File: src/rtl/lc3_decode_pkg.sv
// Shared LC-3 decode types: opcode enum, control-field encodings and E_Control
// bit positions (also imported by the execute stage).
package lc3_decode_pkg;

  typedef enum logic [3:0] {
    OP_BR  = 4'b0000,
    OP_ADD = 4'b0001,
    OP_LD  = 4'b0010,
    OP_ST  = 4'b0011,
    OP_AND = 4'b0101,
    OP_LDR = 4'b0110,
    OP_STR = 4'b0111,
    OP_NOT = 4'b1001,
    OP_LDI = 4'b1010,
    OP_STI = 4'b1011,
    OP_JMP = 4'b1100,
    OP_LEA = 4'b1110
  } op_e;

  localparam logic [1:0] ALU_ADD = 2'b00;
  localparam logic [1:0] ALU_AND = 2'b01;
  localparam logic [1:0] ALU_NOT = 2'b10;

  localparam logic [1:0] PCS1_OFF11 = 2'b00;
  localparam logic [1:0] PCS1_OFF9  = 2'b01;
  localparam logic [1:0] PCS1_OFF6  = 2'b10;
  localparam logic [1:0] PCS1_ZERO  = 2'b11;

  localparam logic PCS2_NPC  = 1'b1;
  localparam logic OP2_VSR2  = 1'b1;

  localparam logic [1:0] W_ALU = 2'b00;
  localparam logic [1:0] W_LEA = 2'b01;
  localparam logic [1:0] W_MEM = 2'b10;

  // E_Control = {alu_control[1:0], pcselect1[1:0], pcselect2, op2select}
  localparam int E_W        = 6;
  localparam int E_ALU_MSB  = 5;
  localparam int E_PCS1_MSB = 3;
  localparam int E_PCS2     = 1;
  localparam int E_OP2      = 0;

endpackage

File: src/rtl/lc3_decode_ctrl.sv
// Combinational opcode -> execute/writeback/memory control mapping.
// The illegal output exists only with LC3_DECODE_ILLEGAL_EN.
module lc3_decode_ctrl
  import lc3_decode_pkg::*;
(
  input  logic [3:0]     op,
  input  logic           imm_bit,
  output logic [E_W-1:0] e_ctrl,
  output logic [1:0]     w_ctrl,
  output logic           mem_ctrl
`ifdef LC3_DECODE_ILLEGAL_EN
  ,
  output logic           illegal
`endif
);

  logic [1:0] alu;
  logic [1:0] pcs1;
  logic       pcs2;
  logic       op2;
  logic       ill;

  always_comb begin
    alu      = ALU_ADD;
    pcs1     = PCS1_OFF11;
    pcs2     = 1'b0;
    op2      = 1'b0;
    w_ctrl   = W_ALU;
    mem_ctrl = 1'b0;
    ill      = 1'b0;
    case (op_e'(op))
      OP_ADD: op2 = ~imm_bit;
      OP_AND: begin alu = ALU_AND; op2 = ~imm_bit; end
      OP_NOT: alu = ALU_NOT;
      OP_BR:  begin pcs1 = PCS1_OFF9; pcs2 = PCS2_NPC; end
      OP_JMP: pcs1 = PCS1_ZERO;
      OP_LD:  begin pcs1 = PCS1_OFF9; pcs2 = PCS2_NPC; w_ctrl = W_MEM; end
      OP_LDR: begin pcs1 = PCS1_OFF6; w_ctrl = W_MEM; end
      OP_LDI: begin pcs1 = PCS1_OFF9; pcs2 = PCS2_NPC; w_ctrl = W_MEM; mem_ctrl = 1'b1; end
      OP_LEA: begin pcs1 = PCS1_OFF9; pcs2 = PCS2_NPC; w_ctrl = W_LEA; end
      OP_ST:  begin pcs1 = PCS1_OFF9; pcs2 = PCS2_NPC; end
      OP_STI: begin pcs1 = PCS1_OFF9; pcs2 = PCS2_NPC; mem_ctrl = 1'b1; end
      OP_STR: pcs1 = PCS1_OFF6;
      // 0100, 1000, 1101, 1111 leave every control at zero
      default: ill = 1'b1;
    endcase
  end

  always_comb begin
    e_ctrl                          = '0;
    e_ctrl[E_ALU_MSB -: 2]          = alu;
    e_ctrl[E_PCS1_MSB -: 2]         = pcs1;
    e_ctrl[E_PCS2]                  = pcs2;
    e_ctrl[E_OP2]                   = op2 & (op2 == OP2_VSR2);
  end

`ifdef LC3_DECODE_ILLEGAL_EN
  assign illegal = ill;
`else
  logic unused_ill;
  assign unused_ill = ill;
`endif

endmodule

File: src/rtl/lc3_decode.sv
// LC-3 decode stage: registers IR/next-PC and the decoded controls on enable.
// Define LC3_DECODE_ILLEGAL_EN to add the sticky illegal_op flag.
module lc3_decode
  import lc3_decode_pkg::*;
(
  input  logic        clock,
  input  logic        reset,
  input  logic        enable_decode,
  input  logic [15:0] dout,
  input  logic [15:0] npc_in,
  output logic [15:0] IR,
  output logic [15:0] npc_out,
  output logic [5:0]  E_Control,
  output logic [1:0]  W_Control,
  output logic        Mem_Control
`ifdef LC3_DECODE_ILLEGAL_EN
  ,
  output logic        illegal_op
`endif
);

  logic [E_W-1:0] e_dec;
  logic [1:0]     w_dec;
  logic           mem_dec;

  logic [15:0]    ir_q, ir_d, npc_q, npc_d;
  logic [E_W-1:0] e_q, e_d;
  logic [1:0]     w_q, w_d;
  logic           mem_q, mem_d;

`ifdef LC3_DECODE_ILLEGAL_EN
  logic ill_dec, ill_q, ill_d;
`endif

  lc3_decode_ctrl u_ctrl (
    .op       (dout[15:12]),
    .imm_bit  (dout[5]),
    .e_ctrl   (e_dec),
    .w_ctrl   (w_dec),
    .mem_ctrl (mem_dec)
`ifdef LC3_DECODE_ILLEGAL_EN
    ,
    .illegal  (ill_dec)
`endif
  );

  // Stall simply holds every register; flushing is the controller's job.
  always_comb begin
    ir_d  = ir_q;
    npc_d = npc_q;
    e_d   = e_q;
    w_d   = w_q;
    mem_d = mem_q;
`ifdef LC3_DECODE_ILLEGAL_EN
    ill_d = ill_q;
`endif
    if (enable_decode) begin
      ir_d  = dout;
      npc_d = npc_in;
      e_d   = e_dec;
      w_d   = w_dec;
      mem_d = mem_dec;
`ifdef LC3_DECODE_ILLEGAL_EN
      ill_d = ill_q | ill_dec;
`endif
    end
  end

  always_ff @(posedge clock or negedge reset) begin
    if (!reset) begin
      ir_q  <= '0;
      npc_q <= '0;
      e_q   <= '0;
      w_q   <= '0;
      mem_q <= 1'b0;
`ifdef LC3_DECODE_ILLEGAL_EN
      ill_q <= 1'b0;
`endif
    end else begin
      ir_q  <= ir_d;
      npc_q <= npc_d;
      e_q   <= e_d;
      w_q   <= w_d;
      mem_q <= mem_d;
`ifdef LC3_DECODE_ILLEGAL_EN
      ill_q <= ill_d;
`endif
    end
  end

  assign IR          = ir_q;
  assign npc_out     = npc_q;
  assign E_Control   = e_q;
  assign W_Control   = w_q;
  assign Mem_Control = mem_q;
`ifdef LC3_DECODE_ILLEGAL_EN
  assign illegal_op  = ill_q;
`endif

endmodule
File: config.mk
export PLATFORM = sky130hd
export DESIGN_NAME = lc3_decode
export DESIGN_NICKNAME = d
export VERILOG_FILES = /design/src/rtl/lc3_decode_pkg.sv /design/src/rtl/lc3_decode_ctrl.sv /design/src/rtl/lc3_decode.sv
export SDC_FILE = /design/constraint.sdc
export NUM_CORES = 1
export LEC_CHECK = 0
export CAP_MARGIN = 20
export CORE_MARGIN = 2
export CORE_UTILIZATION = 43
export CTS_CLUSTER_SIZE = 14
export DETAILED_ROUTE_END_ITERATION = 8
export GPL_TIMING_DRIVEN = 0
export HOLD_SLACK_MARGIN = 0.12
export PLACE_DENSITY = 0.94
export SLEW_MARGIN = 20
export SYNTH_ARGS = -nofsm -noshare
export SYNTH_HDL_FRONTEND = slang
export SYNTH_SLANG_ARGS = --single-unit
export TNS_END_PERCENT = 50
File: constraint.sdc
create_clock -name clock -period 1.91 [get_ports clock]
set_input_delay 0.2865 -clock clock [delete_from_list [all_inputs] [get_ports clock]]
set_output_delay 0.2865 -clock clock [all_outputs]
set_load 0.03 [all_outputs]
Word level (Yosys, flattened, before mapping)
Index checks and enable logic that the tools add are counted.
{"block": "totals", "mem_count": 0, "latchBits": 0, "register_bits": 41, "ram_bits": 0, "in_bits": 35, "rom_bits": 0}
{"block": "classes", "add_sub_neg": 0, "eq_ne": 11, "div": 0, "n_lt_le_gt_ge": 0, "shift": 0, "n_bitwise": 1, "mux": 6, "reduce_logical": 6, "n_mul": 0}
{"op": "$eq 4x4->1 const B", "count": 5}
{"op": "$eq 4x3->1 const B", "count": 3}
{"op": "$eq 4x2->1 const B", "count": 2}
{"op": "$pmux 2 s2", "count": 2}
{"op": "$pmux 2 s3", "count": 1}
{"op": "$reduce_or 2->1", "count": 3}
{"op": "$reduce_or 6->1", "count": 1}
{"op": "$eq 4x1->1 const B", "count": 1}
{"op": "$logic_not 4->1", "count": 1}
{"op": "$mux 1", "count": 3}
{"op": "$reduce_or 3->1", "count": 1}
{"op": "$not 1->1", "count": 1}

Logic depth before layout (Yosys ltp)
{"block": "logic_depth", "word_depth": 3, "depth_mapped": 4}

By module
From an unflattened synthesis, not the netlist that was laid out.
{"block": "hier_totals", "hier_cells": 107, "area_unflattened_um2": 1879.3}
{"mod": "lc3_decode", "cells_each": 87, "n_inst": 1, "area_per_inst_um2": 1729.2}
{"mod": "lc3_decode_ctrl", "cells_each": 20, "n_inst": 1, "area_per_inst_um2": 150.1}

Least setup slack after synthesis
Ideal clock, no wire load.
{"block": "synth_path", "path_kind": "input-to-reg", "start": "input enable_decode", "end": "register ir_q[10], in the netlist IR[10]", "setup_ns": 0.125, "setup_slack_ns": 0.807, "stages": 3, "arrival_ns": 0.978, "cell_sequence": "buf_2 -> buf_4 -> mux2_2"}
{"item": "start: declaration", "line_no": "lc3_decode.sv:8", "source": "input logic enable_decode,"}
{"item": "end signal: assignment", "line_no": "lc3_decode.sv:80", "source": "ir_q <= ir_d;"}
{"item": "end: declaration", "line_no": "lc3_decode.sv:26", "source": "logic [15:0] ir_q, ir_d, npc_q, npc_d;"}
No word-level cell between the ends.

Worst setup path after layout
{"block": "layout_path", "start": "register e_q[4], in the netlist E_Control[4]", "end": "output E_Control[4]"}
{"item": "start: declaration", "line_no": "lc3_decode.sv:27", "source": "logic [E_W-1:0] e_q, e_d;"}
{"item": "start signal: assignment", "line_no": "lc3_decode.sv:73", "source": "e_q <= '0;"}
{"item": "start signal: assignment", "line_no": "lc3_decode.sv:82", "source": "e_q <= e_d;"}
{"item": "end: declaration", "line_no": "lc3_decode.sv:13", "source": "output logic [5:0] E_Control,"}
No word-level cell between the ends.

==> impl_metrics.env <==
export IMPL_status="finished clean"
export IMPL_leakage_nw=1.08
export IMPL_final_period_utilization_pct=85.4
export IMPL_end_kind="output pin"
export IMPL_avgSynthCellArea_sq_um=14.5
export IMPL_reg2reg_from="E_Control[0]$_DFFE_PN0P_"
export IMPL_cp_slowest_cell="clkdlybuf4s50_1"
export IMPL_grt_pass1_wl_um=6140
export IMPL_fin_nets=228
export IMPL_finalHoldViolCount=0
export IMPL_antenna_found_initial=0
export IMPL_drt_antenna_violating_nets=0
export IMPL_cts_buffers=5
export IMPL_clock_fmax_ghz=0.613
export IMPL_critPathMaxStageDelay_ns=0.68
export IMPL_nFillCells=249
export IMPL_drc_errors=0
export IMPL_hold_path_class="input port to flop"
export IMPL_layout_common_cells="72 x clkdlybuf4s50_1, 41 x dfrtp_1, 32 x mux2_2, 6 x inv_1, 5 x clkbuf_8"
export IMPL_crit_fanout=2
export IMPL_die_width_um=65.2
export IMPL_cts_sinks=41
export IMPL_initial_utilization_pct=44.3
export IMPL_cap_violations=0
export IMPL_ir_drop_mv=0.697
export IMPL_worstRegToRegCells=1
export IMPL_clk_pin_slew_ns=0.08
export IMPL_rsz0062_at_grt="false"
export IMPL_grt_max_degree=26
export IMPL_cts_resized=0
export IMPL_clock_latency_ns=0.29
export IMPL_firstDrtPassIters=4
export IMPL_dp_cells=233
export IMPL_core_area_sq_mm=0.00363
export IMPL_power_density_mw_per_mm2=920
export IMPL_tightest_slew_ns=0.430
export IMPL_viasPerCell=5.00
export IMPL_grt_overflow_total=0
export IMPL_insertedDiodeCount=0
export IMPL_grt_usage_pct=19.3
export IMPL_cts_max_level=2
export IMPL_maxSlewViolCount=0
export IMPL_synth_net_count=146
export IMPL_rows=22
export IMPL_cp_startpoint="E_Control[4]$_DFFE_PN0P_"
export IMPL_cts_root_buf="clkbuf_8"
export IMPL_synth_seq_cells=41
export IMPL_critical_path_cell_chain="clkdlybuf4s50_1"
export IMPL_tns_ns=0
export IMPL_final_cells=242
export IMPL_yosysSeqAreaShare_pct=63.7
export IMPL_critPathCapture="E_Control[4]"
export IMPL_drtIter0Drc=118
export IMPL_setup_slack_ns=0.279
export IMPL_areaGrowthSynthToFinish_pct=59.4
export IMPL_fp_dieH_um=65.2
export IMPL_final_util_pct=70.7
export IMPL_finClkSkew_ns=0
export IMPL_drive_gt1_share_pct=25.8
export IMPL_required_ns=1.62
export IMPL_cts_tree="built"
export IMPL_syn_inst=111
export IMPL_path_buf_inv=1
export IMPL_period_minus_slack_ns=1.63
export IMPL_via_count=1210
export IMPL_grt_pass1_vias=1272
export IMPL_synth_cell_types=23
export IMPL_r2r_setup_slack_ns=1.12
export IMPL_ioPinCount=76
export IMPL_drt_wl_total_um=3740
export IMPL_critical_path_class="flop to output pin"
export IMPL_syn_cell_area_sq_mm=0.00161
export IMPL_place_congestion=0.821
export IMPL_crit_family="buffers and inverters"
export IMPL_final_common_cell="clkdlybuf4s50_1"
export IMPL_critPathLaunchType="flop"
export IMPL_portBuffers=73
export IMPL_dp_slack_ns=0.317
export IMPL_cts_max_path_buffers=2
export IMPL_r2r_end="E_Control[0]$_DFFE_PN0P_"
export IMPL_finalSetupViolations=0
export IMPL_die_area_sq_mm=0.00425
export IMPL_critPathArrivalTime_ns=1.34
export IMPL_ys_warn_count=0
export IMPL_slew_headroom_pct=71.3
export IMPL_crit_cells=1
export IMPL_avgRoutedWirePerCell_um=15.4
export IMPL_dpl_hpwl_um=2880
==> routing by layer <==
| layer | wire [um] | share of wire (%) | up-vias | track usage, % |
|---|---|---|---|---|
| li1 | - | - | 549 | - |
| met1 | 1390 | 37 | 602 | 23.6 |
| met2 | 2060 | 55 | 57 | 33.3 |
| met3 | 252 | 6.7 | 2 | 3.08 |
| met4 | 34 | 0.91 | 0 | 9.38 |
| met5 | 0 | 0 | - | 0 |
==> synth_stat cells <==
master	n	area share, %
mux2_2	32	22
buf_6	1	0.70
o22ai_1	2	0.78
o21a_1	1	0.47
nor2_1	4	0.93
mux2i_1	1	0.62
a31oi_1	1	0.39
nor2_2	1	0.39
nand3_1	1	0.31
buf_4	2	0.93
nand4b_1	1	0.54
or3b_4	1	0.70
nor2b_1	1	0.39
inv_1	6	1.4
o21ai_0	4	1.2
nand4_1	1	0.39
dfrtp_1	41	64
nor4bb_1	1	0.62
a21oi_1	1	0.31
o21bai_1	1	0.47
mux2_1	1	0.70
buf_2	3	0.93
nand2_1	3	0.70
==> cell type report <==
| class | count | area, sq um | share of cell area (%) |
|---|---|---|---|
| multi-input cells | 58 | 520 | 20.3 |
| plain buffers | 6 | 41.3 | 1.61 |
| clock buffers | 5 | 68.8 | 2.68 |
| repair buffers | 75 | 763 | 29.7 |
| inverters | 6 | 22.5 | 0.877 |
| well taps | 48 | 60.1 | 2.34 |
| clock inverters | 3 | 65.1 | 2.53 |
| flip-flops and latches | 41 | 1030 | 40.0 |
==> logic make-up (layout without fill, tap and decap cells) <==
family / count (synthesis) / after routing / synth area share, %
DFF: 41 / 41 / 63.7
buffers and inverters: 12 / 95 / 3.96
AOI/OAI and AO/OA: 10 / 10 / 3.65
and+or+nand+nor: 14 / 14 / 4.97
muxes: 34 / 34 / 23.7
==> worst min path at each step <==
| stage | start | end | slack [ns] | cells past startpoint |
|---|---|---|---|---|
| 6_report | dout[15] | IR[15]$_DFFE_PN0P_ | 0.28 | 2 |
| 5_1_grt | dout[15] | IR[15]$_DFFE_PN0P_ | 0.27 | 2 |
| 4_1_cts | dout[15] | IR[15]$_DFFE_PN0P_ | 0.27 | 2 |
| 3_3_place_gp | E_Control[0]$_DFFE_PN0P_ | E_Control[0]$_DFFE_PN0P_ | 0.49 | 1 |
| 2_1_floorplan | reset | E_Control[0]$_DFFE_PN0P_ | -0.009 | 0 |
| 3_5_place_dp | reset | npc_out[6]$_DFFE_PN0P_ | 0.24 | 1 |
==> per-stage QoR <==
| stage | hold WS, ns | area (sq um) | total power [W] |
|---|---|---|---|
| final | 0.276 | 2570 | 0.00236 |
| after global routing | 0.268 | 2570 | 0.00245 |
| after CTS | 0.273 | 2570 | 0.00238 |
| after detailed placement | 0.245 | 2420 | 0.00156 |
| after global placement | 0.486 | 2400 | 0.00154 |
| after floorplan | -0.00909 | 1610 | 0.00128 |
==> repair_timing <==
action	in CTS	in global routing
buffers inserted	0	0
hold endpoints to repair	16	0
hold buffers	1	0
==> state kept, by name, summed over array words and instances (netlist names) <==
register     cells
E_Control        6
IR              16
Mem_Control      1
W_Control        2
npc_out         16
==> power breakdown <==
group          total, W  internal [W]  switching (W)  leakage (nW)
clock          0.000819      0.000519       0.000300        0.0681
combinational  0.000554      0.000273       0.000281         0.521
sequential     0.000988      0.000947      0.0000408         0.492
Power figures use the tool's default switching activity.
